$ cat config.mk
export PLATFORM = sky130hd
export DESIGN_NAME = control_riesgos
export DESIGN_NICKNAME = d
export VERILOG_FILES = /design/src/rtl/control_riesgos.sv
export SDC_FILE = /design/constraint.sdc
export NUM_CORES = 1
export LEC_CHECK = 0
export CAP_MARGIN = 20
export CORE_AREA = 4 4 68 70
export DETAILED_ROUTE_END_ITERATION = 6
export DIE_AREA = 0 0 72 74
export PLACE_DENSITY = 0.93
export REMOVE_ABC_BUFFERS = 1
export SYNTH_ARGS = -nofsm -noshare
export SYNTH_HDL_FRONTEND = slang
export SYNTH_SLANG_ARGS = --single-unit
$ cat constraint.sdc
create_clock -name clk -period 2.85 [get_ports clk]
set_clock_uncertainty 0.05 [all_clocks]
set_input_delay 0.285 -clock clk [delete_from_list [all_inputs] [get_ports clk]]
set_output_delay 0.285 -clock clk [all_outputs]
set_load 0.005 [all_outputs]
$ cat src/rtl/control_riesgos.sv
// rtl/control_riesgos.sv - pipeline stall/flush/redirect sequencer for the 5-stage MIPS core
module control_riesgos #(
    parameter int MEM_LAT = 1,
    parameter int CNT_W   = 16
) (
    input  logic             clk,
    input  logic             reset,
    input  logic             mem_leer_EX,
    input  logic [4:0]       rt_EX,
    input  logic [4:0]       rs_ID,
    input  logic [4:0]       rt_ID,
    input  logic             usa_rt_ID,
    input  logic             salto_EX,
    input  logic             branch_taken_MEM,
    input  logic             mem_leer_MEM,
    input  logic             mem_escribir_MEM,
    input  logic             halt_req,
    output logic             pc_write,
    output logic             if_id_write,
    output logic             id_ex_write,
    output logic             ex_mem_write,
    output logic             mem_wb_write,
    output logic             if_id_flush,
    output logic             id_ex_flush,
    output logic             ex_mem_flush,
    output logic [1:0]       redirect,
    output logic             halted,
    output logic [CNT_W-1:0] stall_count,
    output logic [CNT_W-1:0] flush_count
);

    typedef enum logic [1:0] {
        RUN      = 2'd0,
        MEM_WAIT = 2'd1,
        HALT     = 2'd2
    } state_t;

    // The first stalled cycle happens in RUN and the release cycle in MEM_WAIT
    // sees a zero counter, so the counter starts two below the latency.
    localparam logic [4:0]       WAIT_INIT = (MEM_LAT > 1) ? 5'(MEM_LAT - 2) : 5'd0;
    localparam logic [CNT_W-1:0] CNT_MAX   = '1;
    localparam logic             MEM_SLOW  = (MEM_LAT > 1);

    state_t           state_q, state_d;
    logic [4:0]       wait_q, wait_d;
    logic [CNT_W-1:0] stall_q, stall_d;
    logic [CNT_W-1:0] flush_q, flush_d;

    logic mem_acc;
    logic load_use;

    assign mem_acc  = mem_leer_MEM | mem_escribir_MEM;
    assign load_use = mem_leer_EX && (rt_EX != 5'd0) &&
                      ((rt_EX == rs_ID) || (usa_rt_ID && (rt_EX == rt_ID)));

    assign stall_count = stall_q;
    assign flush_count = flush_q;

    // Next-state, counter updates and same-cycle pipeline controls
    always_comb begin
        state_d      = state_q;
        wait_d       = wait_q;
        stall_d      = stall_q;
        flush_d      = flush_q;
        pc_write     = 1'b1;
        if_id_write  = 1'b1;
        id_ex_write  = 1'b1;
        ex_mem_write = 1'b1;
        mem_wb_write = 1'b1;
        if_id_flush  = 1'b0;
        id_ex_flush  = 1'b0;
        ex_mem_flush = 1'b0;
        redirect     = 2'b00;
        halted       = 1'b0;

        if (reset) begin
            pc_write     = 1'b0;
            if_id_write  = 1'b0;
            id_ex_write  = 1'b0;
            ex_mem_write = 1'b0;
            mem_wb_write = 1'b0;
            state_d      = RUN;
            wait_d       = 5'd0;
            stall_d      = '0;
            flush_d      = '0;
        end else begin
            case (state_q)
                RUN: begin
                    if (mem_acc && MEM_SLOW) begin
                        pc_write     = 1'b0;
                        if_id_write  = 1'b0;
                        id_ex_write  = 1'b0;
                        ex_mem_write = 1'b0;
                        mem_wb_write = 1'b0;
                        wait_d       = WAIT_INIT;
                        state_d      = MEM_WAIT;
                    end else if (branch_taken_MEM) begin
                        redirect     = 2'b10;
                        if_id_flush  = 1'b1;
                        id_ex_flush  = 1'b1;
                        ex_mem_flush = 1'b1;
                        if (flush_q != CNT_MAX) flush_d = flush_q + 1'b1;
                    end else if (salto_EX) begin
                        redirect    = 2'b01;
                        if_id_flush = 1'b1;
                        id_ex_flush = 1'b1;
                        if (flush_q != CNT_MAX) flush_d = flush_q + 1'b1;
                    end else if (load_use) begin
                        pc_write    = 1'b0;
                        if_id_write = 1'b0;
                        id_ex_flush = 1'b1;
                        if (stall_q != CNT_MAX) stall_d = stall_q + 1'b1;
                    end else if (halt_req) begin
                        state_d = HALT;
                    end
                end
                MEM_WAIT: begin
                    if (wait_q != 5'd0) begin
                        pc_write     = 1'b0;
                        if_id_write  = 1'b0;
                        id_ex_write  = 1'b0;
                        ex_mem_write = 1'b0;
                        mem_wb_write = 1'b0;
                        wait_d       = wait_q - 5'd1;
                    end else begin
                        state_d = RUN;
                    end
                end
                HALT: begin
                    pc_write     = 1'b0;
                    if_id_write  = 1'b0;
                    id_ex_write  = 1'b0;
                    ex_mem_write = 1'b0;
                    mem_wb_write = 1'b0;
                    halted       = 1'b1;
                    if (!halt_req) state_d = RUN;
                end
                default: begin
                    state_d = RUN;
                end
            endcase
        end
    end

    // State, wait counter and performance counter registers
    always_ff @(posedge clk) begin
        if (reset) begin
            state_q <= RUN;
            wait_q  <= 5'd0;
            stall_q <= '0;
            flush_q <= '0;
        end else begin
            state_q <= state_d;
            wait_q  <= wait_d;
            stall_q <= stall_d;
            flush_q <= flush_d;
        end
    end

endmodule

==> results of run 1 <==
==> kinds of logic (layout without fill, tap and decap cells) <==
group	count (synthesis)	count (layout)
AO/OA/AOI/OAI	54	54
multiplexers	8	8
buffers and inverters	19	79
AND/OR/NAND/NOR	98	98
flip-flops	33	33
adder cells (fa/ha/maj)	2	2
XOR/XNOR	14	14
==> layer usage <==
metal	vias up	routed length, um	track usage (%)	share of wire [%]
li1	975	-	-	-
met1	928	2030	21.5	41
met2	60	2520	36.4	51
met3	6	325	5.54	6.6
met4	0	42	4.59	0.86
met5	-	0	0	0
==> Yosys cell counts (all sizes together) <==
master,number
or4,11
nor2,16
nor2b,7
o211ai,4
and4,3
and2,1
ha,2
inv,3
o31ai,10
o22ai,1
nand4,8
clkbuf,7
mux2i,1
nand4b,1
dfxtp,33
or2,3
nor3b,2
nand2,12
o311ai,1
or3,6
nor4,5
o22a,1
xor2,4
nor3,6
o41ai,2
o21a,2
o21ai,8
nor4b,2
buf,9
a21oi,19
mux2,7
o211a,2
and3,3
o31a,1
nand3,12
a311oi,1
xnor2,10
o2111ai,1
a21boi,1
==> cell usage in the layout (no fill, tap or decap), types with 3 or more instances in the layout <==
cell type        synthesis  layout
nor4_1                   5       5
nor2_1                  16      16
buf_4                    4       5
nand2_1                 12      12
or4_1                   11      11
xor2_1                   4       4
and4_1                   3       3
nor2b_1                  7       7
dfxtp_1                 33      33
a21oi_1                 19      19
nand4_1                  8       8
clkdlybuf4s50_1          0      64
nor3_1                   5       5
clkbuf_8                 0       6
mux2_1                   4       4
o21ai_0                  6       6
o211ai_1                 3       3
xnor2_1                 10      10
or3_1                    6       6
mux2_2                   3       3
nand3_1                 12      12
inv_1                    3       3
o31ai_1                 10      10
and3_1                   3       3
==> per-stage QoR <==
step | hold WS, ns | setup slack (ns) | instances | area (um^2)
after CTS | 0.451 | 0.0690 | 338 | 2660
after floorplan | 0.304 | 0.762 | 212 | 1840
after detailed placement | 0.442 | 0.0736 | 331 | 2580
after global placement | 0.429 | 0.119 | 331 | 2580
final | 0.453 | 0.183 | 338 | 2670
after global routing | 0.480 | 0.0759 | 338 | 2670
==> report_power, final <==
| part | switching [mW] | internal (mW) |
|---|---|---|
| logic | 0.0610 | 0.0777 |
| registers | 0.00785 | 0.467 |
| clock network | 0.165 | 0.192 |
==> registers in the layout, summed over array words and instances, names as in the netlist <==
register,flops
stall_count,16
flush_count,16
state_q,1
==> cell type report <==
| cell class | instances | share of cell area (%) |
|---|---|---|
| timing repair buffer | 69 | 25.4 |
| inverter | 3 | 0.422 |
| multi-input combinational | 176 | 43.8 |
| clock buffer | 7 | 3.23 |
| sequential | 33 | 24.8 |
| tap | 50 | 2.34 |
==> worst reg2reg max path, stage by stage (launching register included) <==
cell and delay, ns:
dfxtp_1 0.41, ha_1 0.20, nand2_1 0.08, or2_0 0.33, o21ai_1 0.82, nor4_1 0.14
mux2_2 0.31
==> how the worst min path moves through the flow <==
stage              startpoint  cells after the start  slack, ns               to
2_1_floorplan           reset                      1       0.30  flush_count[10]
3_5_place_dp   stall_count[9]                      2       0.44   stall_count[9]
4_1_cts        stall_count[9]                      2       0.45   stall_count[9]
6_report       stall_count[9]                      2       0.45   stall_count[9]
5_1_grt        stall_count[9]                      2       0.48   stall_count[9]
3_3_place_gp   stall_count[9]                      2       0.43   stall_count[9]
==> timing repair <==
item | CTS | global route
endpoints found under the setup margin | 0 | 2
hold endpoints to repair | 0 | 0
resized for setup | 0 | 1
==> impl_metrics.csv, run 1 <==
group,metric,value,unit
status,status,"finished, final reports clean",
worst_setup_path,crit_slowest_cell,"clkdlybuf4s50_1",
pwr,ir_drop,220,uV
pwr,leakage,0.870,nW
clock_tree,postCtsSetupBuffers,0,
worst_setup_path,path_buf_inv,2,
synth,yosys_warnings,0,
die,die_area,5330,um^2
routing,via_count,1969,
final_layout,multi_input_area,1170,um^2
timing,relSlewSlack,33.3,%
die,io_pins,67,
synth,syn-instance-count,228,
placed_design,hpwl,3760,um
routing,drt_iter0_drc,98,
min_path,holdCritPathClass,"register to register",
worst_setup_path,rrSetupSlack,0.41,ns
grt,grt_pass1_vias,1894,
routing,antenna_left,0,
grt,grt_antenna_before_repair,0,
synth,yosysUniqueCellTypes,46,
synth,synth_seq_cells,33,
routing,drt_wl_total,4910,um
worst_setup_path,cp.arrival,2.33,ns
final_layout,antenna_cells,0,
worst_setup_path,slowest_delay,0.55,ns
die,start_util,48.7,%
pwr,total_power,0.970,mW
worst_setup_path,crit_family,"buffers and inverters",
synth,synth_compound_area_share,19.1,%
worst_setup_path,reg2reg_depth,6,
synth,synth_top_family_by_area,"simple AND/OR/NAND/NOR gates",
clock_tree,cts_tree,"done",
synth,ys_seq_area_share,34.1,%
final_layout,regArea,661,um^2
die,die_h,74,um
synth,synthMuxAreaShare,4.59,%
routing,drt_first_pass_iters,4,
worst_setup_path,critPathLaunchType,"input pin",
clock_tree,cts-root-buf,"clkbuf_8",
timing,setup_tns,0,ns
routing,drcViolationCount,0,
synth,synth_xor_area_share,6.33,%
final_layout,postLayoutCoreUtil,67.2,%
clock_tree,cts_buffers,5,
synth,syn-mean-instance-area,8.49,um^2
synth,synthSimpleGateAreaFrac,28.8,%
pwr,power.density,363,nW/um^2
grt,grtUsageTotal,19.4,%
worst_setup_path,critPathMaxFanout,3,
clock_tree,ctsHtreeMaxLevel,2,
final_layout,fillers,348,
timing,rsz0062_at_grt,"no",
grt,grt_overflow_total,0,
timing,setup_violations,0,
die,rows,23,
timing,finalCriticalPeriod,2.67,ns
final_layout,drive_gt1_share,6.94,%
clock_tree,insertion_delay,0.28,ns
final_layout,final_nets,314,
worst_setup_path,path_cells,"clkdlybuf4s50_1 -> or4_1 -> o21a_1 -> a311oi_2 -> clkdlybuf4s50_1",
worst_setup_path,cp_data_required_time,2.52,ns
synth,yosys.area_share.adder,1.29,%
worst_setup_path,critPathKind,"input pin to primary output",
synth,synth_top_cell_by_area,"dfxtp_1",
worst_setup_path,cp-endpoint,"pc_write",
grt,grt_pass1_wl,8290,um
clock_tree,cts_buffer_depth,2,
worst_setup_path,path_common_cell,"clkdlybuf4s50_1",
worst_setup_path,r2r_start,"flush_count[0]",
worst_setup_path,critPathCaptureType,"primary output",
worst_setup_path,r2r_end,"flush_count[11]",
routing,via_per_inst,5.83,
grt,grt_max_degree,24,
synth,netlist_area,1940,um^2
timing,worstMarginPinSlew,0.994,ns
placed_design,routabilityCongestion,0.787,
worst_setup_path,critPathLaunch,"rt_EX[1]",
clock_tree,clkTransAtPathRegs,0.06,ns
die,core-area,3970,um^2
clock_tree,cts.hold.buffers_added,0,
routing,wl_per_cell,14.5,um
run,cap_violations,0,
final_layout,area_growth,37.9,%
timing,finalMaxSlewViolations,0,
clock_tree,cts.sinks,33,
worst_setup_path,cp.depth,5,
die,die_x,72,um
synth,yosysTopAreaCellShare,34.1,%
timing,min_period_over_period,93.6,%
timing,clock.fmax,375,MHz
synth,synth_area_leaders,"dfxtp_1, a21oi_1, xnor2_1",
placed_design,portBuffers,64,
timing,hold_viol_final,0,
No activity file was read; power rests on OpenSTA's default activity.
==> run 2: changes to the inputs <==
--- a/config.mk
+++ b/config.mk
@@ -11,6 +11,7 @@
 export DIE_AREA = 0 0 72 74
 export PLACE_DENSITY = 0.93
 export REMOVE_ABC_BUFFERS = 1
+export SETUP_SLACK_MARGIN = 0.2
 export SYNTH_ARGS = -nofsm -noshare
 export SYNTH_HDL_FRONTEND = slang
 export SYNTH_SLANG_ARGS = --single-unit
==> impl_metrics.csv, run 2 (synthesis gave the netlist of run 1 again) <==
group,metric,value,unit
clock_tree,cts.sinks,33,
grt,grt_overflow_total,0,
final_layout,multi_input_area,1170,um^2
pwr,total_power,0.971,mW
min_path,holdCritPathClass,"register to register",
clock_tree,ctsHtreeMaxLevel,2,
worst_setup_path,path_cells,"clkdlybuf4s50_1 -> or4_1 -> o21a_1 -> a21boi_1 -> nor3_1 -> clkdlybuf4s50_1",
worst_setup_path,cp-endpoint,"id_ex_flush",
routing,drt_first_pass_iters,4,
timing,finalCriticalPeriod,2.56,ns
pwr,power.density,364,nW/um^2
worst_setup_path,slowest_delay,0.54,ns
die,die_h,74,um
pwr,ir_drop,221,uV
worst_setup_path,critPathMaxFanout,3,
worst_setup_path,cp_data_required_time,2.52,ns
final_layout,antenna_cells,0,
clock_tree,cts_tree,"done",
worst_setup_path,critPathKind,"input pin to primary output",
die,die_area,5330,um^2
clock_tree,insertion_delay,0.28,ns
grt,grtUsageTotal,19.3,%
routing,wl_per_cell,14.6,um
timing,rsz0062_at_grt,"no",
status,status,"finished, final reports clean",
final_layout,fillers,350,
worst_setup_path,critPathLaunch,"rt_EX[1]",
worst_setup_path,r2r_end,"flush_count[11]",
pwr,leakage,0.875,nW
worst_setup_path,critPathCaptureType,"primary output",
timing,setup_tns,0,ns
die,core-area,3970,um^2
clock_tree,cts_buffers,5,
placed_design,dpl.cell_count,331,
timing,clock.fmax,391,MHz
min_path,hold_path_startpoint,"stall_count[9]",
worst_setup_path,r2r_start,"flush_count[0]",
worst_setup_path,path_common_cell,"clkdlybuf4s50_1",
routing,top_layer_used,"met4",
timing,min_period_over_period,89.7,%
routing,antenna_left,0,
timing,whs,0.465,ns
worst_setup_path,crit_slowest_cell,"or4_1",
routing,via_count,1985,
routing,met3WireLength,346,um
worst_setup_path,critPathLaunchType,"input pin",
timing,finalMaxSlewViolations,0,
final_layout,final_cell_mix,"clkdlybuf4s50_1, dfxtp_1, a21oi_1",
clock_tree,cts-root-buf,"clkbuf_8",
worst_setup_path,reg2reg_depth,6,
timing,worstMarginPinSlew,0.995,ns
final_layout,mostFrequentLayoutCell,"clkdlybuf4s50_1",
grt,grt_max_degree,24,
final_layout,regArea,661,um^2
worst_setup_path,rrSetupSlack,0.41,ns
routing,drt_wl_total,4950,um
routing,dr_wl_met2,2550,um
routing,drt_iter0_drc,114,
placed_design,hpwl,3760,um
placed_design,routabilityCongestion,0.787,
grt,grt_pass1_wl,8260,um
die,start_util,48.7,%
final_layout,drive_gt1_share,6.94,%
routing,drcViolationCount,0,
routing,wl_met1,2010,um
clock_tree,clkTransAtPathRegs,0.06,ns
clock_tree,cts.hold.buffers_added,0,
die,io_pins,67,
clock_tree,postCtsSetupBuffers,0,
final_layout,area_growth,37.8,%
final_layout,final_nets,314,
final_layout,fin_cells,338,
timing,hold_viol_final,0,
die,rows,23,
timing,relSlewSlack,33.2,%
grt,grt_antenna_before_repair,0,
worst_setup_path,cp.arrival,2.22,ns
placed_design,portBuffers,64,
clock_tree,cts_buffer_depth,2,
grt,grt_pass1_vias,1888,
run,cap_violations,0,
min_path,hold_depth,2,
routing,via_per_inst,5.87,
clock_tree,cts_resized,3,
die,die_x,72,um
timing,setup_violations,0,
## run 2: how the worst min path moves through the flow
stage	to	slack (ns)
floorplan	flush_count[10]	0.30
global placement	stall_count[9]	0.43
detailed placement	stall_count[9]	0.44
CTS	stall_count[9]	0.45
global route	stall_count[9]	0.48
finish	stall_count[9]	0.46
## run 2: worst max-delay path: cells and delay by family
family | cells | cell delay (ns)
AOI/OAI and AO/OA | 2 | 0.40
buffers and inverters | 2 | 0.92
and+or+nand+nor | 2 | 0.61
## run 2: area by class of cell
type / instances / share of cell area [%]
Clock buffer: 7 / 3.24
Inverter: 3 / 0.422
Tap cell: 50 / 2.35
Sequential cell: 33 / 24.8
Multi-Input combinational cell: 176 / 43.9
Timing Repair Buffer: 69 / 25.3
## run 2: routing by layer
layer	GRT usage (%)	vias up
met4	4.59	0
met2	36.3	69
met1	21.5	936
li1	-	974
met5	0	-
met3	5.54	6
## run 2: report_power, final
group          leakage [nW]  total [mW]  switching (mW)  internal [mW]
combinational         0.564       0.138          0.0612         0.0764
sequential            0.266       0.474         0.00783          0.467
clock                0.0443       0.359           0.167          0.192
## run 2: through the flow
| step | utilization [%] | setup WS [ns] | area [um^2] |
|---|---|---|---|
| after floorplan | - | 0.762 | 1840 |
| after global placement | 64.9 | 0.119 | 2580 |
| after detailed placement | 64.9 | 0.0736 | 2580 |
| after CTS | 67.1 | 0.203 | 2670 |
| after global routing | 67.1 | 0.206 | 2670 |
| final | 67.1 | 0.294 | 2670 |
==> run 3: changes to the inputs <==
--- a/config.mk
+++ b/config.mk
@@ -6,9 +6,9 @@
 export NUM_CORES = 1
 export LEC_CHECK = 0
 export CAP_MARGIN = 20
-export CORE_AREA = 4 4 68 70
+export CORE_AREA = 2 2 66 68
 export DETAILED_ROUTE_END_ITERATION = 6
-export DIE_AREA = 0 0 72 74
+export DIE_AREA = 0 0 68 70
 export PLACE_DENSITY = 0.93
 export REMOVE_ABC_BUFFERS = 1
 export SETUP_SLACK_MARGIN = 0.2
==> impl_metrics.csv, run 3 (synthesis gave the netlist of run 1 again) <==
group,metric,value,unit
status,status,"finished, final reports clean",
die,start_util,46.7,%
final_layout,final_nets,319,
routing,wl_per_cell,14.2,um
clock_tree,clkTransAtPathRegs,0.07,ns
final_layout,antenna_cells,0,
placed_design,hpwl,3750,um
min_path,holdPathEnd,"stall_count[9]",
grt,met3_usage,6.44,%
min_path,holdCritPathClass,"register to register",
worst_setup_path,critPathKind,"input pin to primary output",
worst_setup_path,critPathMaxFanout,5,
run,cap_violations,0,
die,rows,24,
timing,relSlewSlack,31.6,%
placed_design,portBuffers,64,
grt,grtUsageTotal,21.6,%
timing,min_period_over_period,91.9,%
grt,grt_antenna_before_repair,0,
worst_setup_path,r2r_end,"flush_count[11]",
die,die_area,4760,um^2
worst_setup_path,reg2reg_depth,6,
grt,grt_max_degree,19,
min_path,hold_path_startpoint,"stall_count[9]",
die,io_pins,67,
routing,drt_wl_total,4920,um
worst_setup_path,r2r_start,"flush_count[0]",
grt,grt_use_met1,25.5,%
timing,hold_viol_final,0,
final_layout,mostFrequentLayoutCell,"clkdlybuf4s50_1",
grt,grt_overflow_total,0,
timing,rsz0062_at_grt,"yes",
placed_design,routabilityCongestion,0.825,
placed_design,dp_slack,0.0630,ns
clock_tree,cts_buffer_depth,2,
die,core-area,4140,um^2
pwr,leakage,0.929,nW
timing,finalWorstSetupSlack,0.230,ns
routing,antenna_left,0,
clock_tree,cts.hold.buffers_added,0,
worst_setup_path,cp_data_required_time,2.52,ns
final_layout,drive_gt1_share,9.52,%
worst_setup_path,critPathLaunchType,"input pin",
grt,grt_most_used_layer,"met2",
timing,clock.fmax,382,MHz
clock_tree,cts_buffers,5,
timing,setup_violations,0,
routing,drcViolationCount,0,
routing,drt_first_pass_iters,4,
clock_tree,cts_tree,"done",
clock_tree,cts-root-buf,"clkbuf_8",
final_layout,area_growth,42.3,%
timing,finalMaxSlewViolations,0,
grt,use_met2,36.7,%
worst_setup_path,critPathCaptureType,"primary output",
pwr,ir_drop,233,uV
die,die_h,70,um
timing,worstMarginPinSlew,1.02,ns
timing,whs,0.445,ns
final_layout,postLayoutCoreUtil,66.5,%
min_path,hold_depth,2,
final_layout,final_cell_mix,"clkdlybuf4s50_1, dfxtp_1, a21oi_1",
grt,grt_pass1_wl,7980,um
clock_tree,cts.sinks,33,
clock_tree,ctsHtreeMaxLevel,2,
worst_setup_path,cp.arrival,2.29,ns
timing,setup_tns,0,ns
die,die_x,68,um
grt,grt_pass1_vias,1817,
routing,drt_iter0_drc,177,
routing,via_per_inst,5.75,
worst_setup_path,rrSetupSlack,0.39,ns
timing,finalCriticalPeriod,2.62,ns
clock_tree,insertion_delay,0.28,ns
pwr,power.density,388,nW/um^2
routing,via_count,1991,
run 3: layout make-up:
| cell class | count | area (um^2) |
|---|---|---|
| Clock buffer | 7 | 86.3 |
| Fill cell | 341 | 1390 |
| Inverter | 3 | 11.3 |
| Timing Repair Buffer | 74 | 721 |
| Tap cell | 52 | 65.1 |
| Clock inverter | 1 | 30.0 |
| Sequential cell | 33 | 661 |
| Multi-Input combinational cell | 176 | 1180 |
run 3: timing repair:
action	4_1_cts	5_1_grt
endpoints found under the setup margin	3	3
gates cloned	0	0
resized for setup	3	3
buffers inserted	0	0
run 3: worst max-delay path by stage:
stage / from / to / slack (ns)
floorplan: stall_count[0] / stall_count[5] / 0.76
global placement: rt_EX[1] / pc_write / 0.1
detailed placement: rt_EX[1] / pc_write / 0.06
CTS: rt_EX[1] / pc_write / 0.18
global route: rt_EX[1] / id_ex_flush / 0.14
finish: rt_EX[1] / id_ex_flush / 0.23
run 3: worst max-delay path: stages:
cell and delay (ns):
clkdlybuf4s50_1 0.43, or4_1 0.52, o21a_1 0.22, buf_4 0.17
a21boi_2 0.15, nor3_1 0.06, clkdlybuf4s50_1 0.45
run 3: power by group:
part	internal [mW]	switching, mW
logic	0.0822	0.0639
registers	0.467	0.00711
clock network	0.285	0.164
run 3: through the flow:
step                      power [mW]  area (um^2)  std cells
final                           1.07         2750        346
after global routing            1.12         2750        346
after CTS                       1.08         2740        346
after detailed placement       0.629         2620        338
after global placement         0.624         2620        338
after floorplan                0.535         1840        212
run 3: metal layers:
| metal | part of all wire, % | vias to the layer above |
|---|---|---|
| met2 | 51 | 75 |
| met5 | 0 | - |
| met3 | 7.6 | 6 |
| met4 | 0.96 | 0 |
| li1 | - | 994 |
| met1 | 41 | 916 |
